--- config.mk ---
export PLATFORM = sky130hd
export DESIGN_NAME = fft_frame_ctrl
export DESIGN_NICKNAME = d
export VERILOG_FILES = /design/src/rtl/fft_pkg.sv /design/src/rtl/fft_frame_ctrl_sample_decimator.sv /design/src/rtl/fft_frame_ctrl.sv
export SDC_FILE = /design/constraint.sdc
export NUM_CORES = 1
export LEC_CHECK = 0
export ABC_CLOCK_PERIOD_IN_PS = 2700
export BUFFER_PORTS_ARGS = -buffer_cell sky130_fd_sc_hd__clkbuf_2
export CORE_MARGIN = 3
export CORE_UTILIZATION = 53
export DETAILED_ROUTE_END_ITERATION = 8
export GPL_ROUTABILITY_DRIVEN = 0
export GPL_TIMING_DRIVEN = 1
export PLACE_DENSITY = 0.82
export RECOVER_POWER = 50
export SLEW_MARGIN = 15
export SYNTH_ARGS = -nofsm -noshare
export SYNTH_HDL_FRONTEND = slang
export SYNTH_HIERARCHICAL = 1
export SYNTH_SLANG_ARGS = --single-unit
export TNS_END_PERCENT = 100
--- constraint.sdc ---
create_clock -name clk -period 2.7 [get_ports clk]
set_input_delay 0.405 -clock clk [delete_from_list [all_inputs] [get_ports clk]]
set_output_delay 0.405 -clock clk [all_outputs]
set_load 0.1 [all_outputs]
--- src/rtl/fft_pkg.sv ---
// Shared types and defaults for the FFT frame sequencer.
// State encoding and bus widths used by the frame controller.
package fft_pkg;

   typedef enum logic [1:0] {
      IDLE = 2'd0,
      LOAD = 2'd1,
      WAIT = 2'd2
   } state_t;

   localparam int BIT_WIDTH_D = 16;
   localparam int N_D         = 9;
   localparam int FFT_SIZE_D  = 512;
   localparam int NOTE_W      = 10;

endpackage

--- src/rtl/fft_frame_ctrl_sample_decimator.sv ---
// Sample decimator: keeps one of every DECIM valid samples.
// The first valid sample after a clear is always kept.
module sample_decimator #(
   parameter int DECIM = 4
) (
   input  logic clk,
   input  logic reset,
   input  logic run,
   input  logic clear,
   input  logic sample_valid,
   output logic keep
);

   localparam int CW = (DECIM > 1) ? $clog2(DECIM) : 1;
   localparam logic [CW-1:0] LAST = CW'(DECIM - 1);

   logic [CW-1:0] cnt;

   // phase counter over valid samples, frozen outside a run
   always_ff @(posedge clk or posedge reset) begin
      if (reset)
         cnt <= '0;
      else if (clear)
         cnt <= '0;
      else if (run && sample_valid)
         cnt <= (cnt == LAST) ? '0 : cnt + 1'b1;
   end

   assign keep = run && sample_valid && (cnt == '0);

endmodule

--- src/rtl/fft_frame_ctrl.sv ---
// Frame sequencer between the audio sample stream and fftfull.
// Loads one decimated frame, starts the transform, captures the note.
module fft_frame_ctrl
   import fft_pkg::*;
#(
   parameter int BIT_WIDTH = BIT_WIDTH_D,
   parameter int N         = N_D,
   parameter int FFT_SIZE  = FFT_SIZE_D,
   parameter int DECIM     = 4,
   parameter int TIMEOUT   = 65535
) (
   input  logic                 clk,
   input  logic                 reset,
   input  logic                 enable,
   input  logic                 sample_valid,
   input  logic [BIT_WIDTH-1:0] sample,
   input  logic                 fft_done,
   input  logic [NOTE_W-1:0]    note_in,
   output logic                 fft_load,
   output logic                 fft_start,
   output logic [N-1:0]         add_rd,
   output logic [BIT_WIDTH-1:0] din,
   output logic [NOTE_W-1:0]    note,
   output logic                 note_valid,
   output logic                 busy,
   output logic                 overrun,
   output logic                 timeout_err,
   input  logic                 clr_flags
);

   localparam int TW = $clog2(TIMEOUT + 1);
   localparam logic [N-1:0]  LAST_ADDR = N'(FFT_SIZE - 1);
   localparam logic [TW-1:0] TO_LAST   = TW'(TIMEOUT - 1);
   localparam logic [TW-1:0] TO_MAX    = TW'(TIMEOUT);

   state_t        state;
   state_t        state_nxt;
   logic          in_load;
   logic          in_wait;
   logic          load_entry;
   logic          keep;
   logic          done_q;
   logic          done_rise;
   logic          to_hit;
   logic          last_wr;
   logic          start_pend;
   logic [N-1:0]  addr;
   logic [TW-1:0] tcnt;

   sample_decimator #(
      .DECIM(DECIM)
   ) u_decim (
      .clk          (clk),
      .reset        (reset),
      .run          (in_load | in_wait),
      .clear        (load_entry),
      .sample_valid (sample_valid),
      .keep         (keep)
   );

   assign done_rise  = fft_done && !done_q;
   assign to_hit     = in_wait && (tcnt == TO_LAST);
   assign last_wr    = in_load && keep && (addr == LAST_ADDR);
   assign load_entry = (state_nxt == LOAD) && (state != LOAD);

   // state register
   always_ff @(posedge clk or posedge reset) begin
      if (reset)
         state <= IDLE;
      else
         state <= state_nxt;
   end

   // next-state: done edge beats timeout, enable only aborts LOAD
   always_comb begin
      state_nxt = state;
      unique case (state)
         IDLE: if (enable) state_nxt = LOAD;
         LOAD: begin
            if (!enable)
               state_nxt = IDLE;
            else if (last_wr)
               state_nxt = WAIT;
         end
         WAIT: begin
            if (done_rise)
               state_nxt = enable ? LOAD : IDLE;
            else if (to_hit)
               state_nxt = IDLE;
         end
         default: state_nxt = IDLE;
      endcase
   end

   // state decode
   always_comb begin
      busy    = 1'b0;
      in_load = 1'b0;
      in_wait = 1'b0;
      unique case (state)
         LOAD: begin
            busy    = 1'b1;
            in_load = 1'b1;
         end
         WAIT: begin
            busy    = 1'b1;
            in_wait = 1'b1;
         end
         default: busy = 1'b0;
      endcase
   end

   // write port, start pulse and note capture
   always_ff @(posedge clk or posedge reset) begin
      if (reset) begin
         fft_load   <= 1'b0;
         add_rd     <= '0;
         din        <= '0;
         start_pend <= 1'b0;
         fft_start  <= 1'b0;
         done_q     <= 1'b0;
         note       <= '0;
         note_valid <= 1'b0;
      end else begin
         fft_load   <= in_load && keep;
         if (in_load && keep) begin
            add_rd <= addr;
            din    <= sample;
         end
         start_pend <= last_wr && enable;
         fft_start  <= start_pend;
         done_q     <= fft_done;
         note_valid <= in_wait && done_rise;
         if (in_wait && done_rise)
            note <= note_in;
      end
   end

   // frame address and saturating wait timer
   always_ff @(posedge clk or posedge reset) begin
      if (reset) begin
         addr <= '0;
         tcnt <= '0;
      end else begin
         if (!in_load || !enable)
            addr <= '0;
         else if (keep)
            addr <= addr + 1'b1;
         if (!in_wait)
            tcnt <= '0;
         else if (tcnt != TO_MAX)
            tcnt <= tcnt + 1'b1;
      end
   end

   // sticky error flags, a new event outranks a clear
   always_ff @(posedge clk or posedge reset) begin
      if (reset) begin
         overrun     <= 1'b0;
         timeout_err <= 1'b0;
      end else begin
         if (in_wait && keep)
            overrun <= 1'b1;
         else if (clr_flags)
            overrun <= 1'b0;
         if (to_hit && !done_rise)
            timeout_err <= 1'b1;
         else if (clr_flags)
            timeout_err <= 1'b0;
      end
   end

endmodule

==> flow_summary.ini <==
[outcome]
outcome = completed

[worst_setup_path]
r2r_slack_ns = 0.38
cp_slowest_stage_delay_ns = 0.40
end_kind = register
crit_path_top_delay_cell = dfrtp_1
critPathArrivalTime_ns = 2.58
startpoint_type = register
critical_path_class = register to register
critical_path.cell_chain = inv_1, ha_1, and3_1, clkbuf_1, nand4_1, or3_1, a21oi_1
rr_worst_depth = 7
required_ns = 2.96
reg2reg_from = state[0]$_DFF_PP0_
r2r_end = addr[5]$_DFFE_PP0P_
crit_path_max_fanout = 8

[floorplan]
fp.dieH_um = 83.6
die_area_sq_um = 6980
die_w_um = 83.6
num_io_pins = 73
core_area_sq_um = 5680
std_cell_rows = 27
start_util = 0.562

[power]
p_seq_frac = 0.342
pwr-share-comb = 0.425
vdd_drop_max_v = 0.000903
p_sw_frac = 0.464
p_leak_uw = 0.00186
intPower_uw = 2040
power.density_nw_per_um2 = 994
clkPwrFrac = 0.234
switchingPower_uw = 1770

[final_layout]
diodes = 0
drive_gt1_frac = 0.306
areaGrowthSynthToFinish_pct = 20.2
nNetsFinal = 391

[yosys]
yosys.area.top_type = dfrtp_1
synth-edff-count = 0
yosys_most_used_dff = dfrtp_1
synth_area_sq_um = 3190
yosys_warnings = 6
yosysTopAreaCellShare = 0.557
synth_seq_cells = 71
synth_fp_nets = 310
ys_types = 40
seq_area_frac_synth = 0.557
avgSynthCellArea_sq_um = 11.9
synth_cells = 268
async_reset_ff_frac = 1.00
synth_area_leaders = dfrtp_1 56%, mux2_2 12%, ha_1 3.9%

[worst_hold_path]
worstHoldStart = fft_done
whs_endpoint = done_q$_DFF_PP0_
hold_depth = 1
worstHoldPathType = input pin to register

[route]
wire_per_inst_um = 14.4
vias_per_cell = 5.48
dr.pass1.iters = 4
wl_met2_um = 3020
routed_wl_um = 6110
via_count = 2327
wl_met1_um = 2570
met3_length_um = 458
drt-initial-drc-count = 133
ant_nets = 0
route.detailed.drc = 0
top_layer = met4

[timing]
fin_crit_sh = 0.859
fmax_mhz = 431
finalClockSkew_ns = 0.00872
finalCriticalPeriod_ns = 2.32
fin_worst_hold_slack_ns = 0.243
slew-limit-headroom = 0.217
hold_viol = 0
tightestPinTransition_ns = 1.18
finalSetupViolCount = 0
slew_viol_final = 0
rsz0062_at_grt = no
tns_ns = 0

[global_route]
grt_max_degree = 40
grt_first_pass_wirelength_um = 10500
overflow = 0
grt_pass1_vias = 2363
grt.total_usage = 0.188
antenna_found_initial = 0

[clocking]
numCtsBuffers = 9
cts.path.max_buffers = 2
clockRootBuffer = clkbuf_8
clk_latency_ns = 0.34
cts_tree = yes
cts.sinks = 71
clk_pin_slew_ns = 0.07
htree_levels = 3

[placed_design]
dp_hpwl_um = 4330
io_buffers = 72

[run]
cap_violations = 0
layout make-up:
cell class	instances	area, sq um
Clock buffer	12	135
Timing Repair Buffer	78	392
Clock inverter	3	68.8
Tap cell	72	90.1
Sequential cell	71	1780
Inverter	12	45.0
Fill cell	445	1840
Multi-Input combinational cell	177	1320
power groups by stage:
stage | logic [uW] | registers (uW) | clock network (uW)
2_1_floorplan | 417 | 2280 | 0
3_3_place_gp | 1620 | 1310 | 0
3_5_place_dp | 1640 | 1320 | 0
4_1_cts | 1650 | 1300 | 915
5_1_grt | 1680 | 1330 | 981
6_report | 1620 | 1300 | 890
worst max path at each step:
stage / end / startpoint / slack (ns)
2_1_floorplan: add_rd[0]$_DFFE_PP0P_ / state[0]$_DFF_PP0_ / 0.02
3_3_place_gp: u_decim/cnt[1]$_DFFE_PP0P_ / state[0]$_DFF_PP0_ / 0.58
3_5_place_dp: u_decim/cnt[1]$_DFFE_PP0P_ / state[0]$_DFF_PP0_ / 0.43
4_1_cts: u_decim/cnt[1]$_DFFE_PP0P_ / state[0]$_DFF_PP0_ / 0.40
5_1_grt: addr[5]$_DFFE_PP0P_ / state[1]$_DFF_PP0_ / 0.19
6_report: addr[5]$_DFFE_PP0P_ / state[0]$_DFF_PP0_ / 0.38
worst max-delay path, delay by kind of cell (launching register included):
kind	cells	cell delay, ns
AND/OR/NAND/NOR	3	0.86
buffers and inverters	2	0.47
flip-flops	1	0.40
adder cells (fa/ha/maj)	1	0.39
AO/OA/AOI/OAI	1	0.14
cells by family after synthesis:
group,count (synthesis),share of synthesized area
compound gates,28,0.0546
fa+ha+maj,10,0.0392
xor+xnor,13,0.0357
flops,71,0.557
simple gates,87,0.150
mux,39,0.136
buf+inv,20,0.0275
metrics by stage:
stage	total power, uW	worst slack, ns	area (sq um)	util	instances
final	3810	0.380	3830	0.675	425
after global routing	3990	0.192	3830	0.675	425
after CTS	3860	0.402	3860	0.681	425
after detailed placement	2960	0.428	3650	0.643	409
after global placement	2930	0.581	3650	0.643	409
after floorplan	2700	0.0187	3190	-	268
synth_stat cells (all sizes together), types with 3 or more instances:
library cell and n:
nor3 6, mux2 35, dfrtp 71, ha 10
xor2 10, nor2 26, nand3 7, nand2 11
inv 12, nand4 8, o21ai 12, a21oi 6
xnor2 3, or3 5, buf 5, and3 8
clkbuf 3, mux2i 4
layer usage:
| layer | vias to the layer above | track usage |
|---|---|---|
| li1 | 1112 | - |
| met1 | 1131 | 0.221 |
| met2 | 77 | 0.313 |
| met3 | 7 | 0.0671 |
| met4 | 0 | 0.0760 |
| met5 | - | 0 |
sequential cells by signal (all words and copies together), names as in the netlist:
signal and flops:
din 16, tcnt 16, fft_load 1, overrun 1, start_pend 1, fft_start 1
state 2, addr 9, timeout_err 1, u_decim/cnt 2, add_rd 9, done_q 1
note 10, note_valid 1
cells in the final DEF, fill, tap and decap left out, types with 6 or more instances in the layout:
cell and count:
a21oi_1 6, and3_1 8, clkbuf_1 22, clkbuf_2 55
clkbuf_8 9, dfrtp_1 71, ha_1 10, inv_1 12
mux2_2 35, nand2_1 11, nand3_1 7, nand4_1 7
nor2_1 26, nor3_1 6, o21ai_0 12, xor2_1 10
repair_timing:
action                                 CTS  global route
setup endpoints to repair                0             0
endpoints found under the hold margin    2             0
resized for setup                        0             0
hold buffers                             1             0
setup buffers                            0             0
Power figures use the tool's default switching activity.
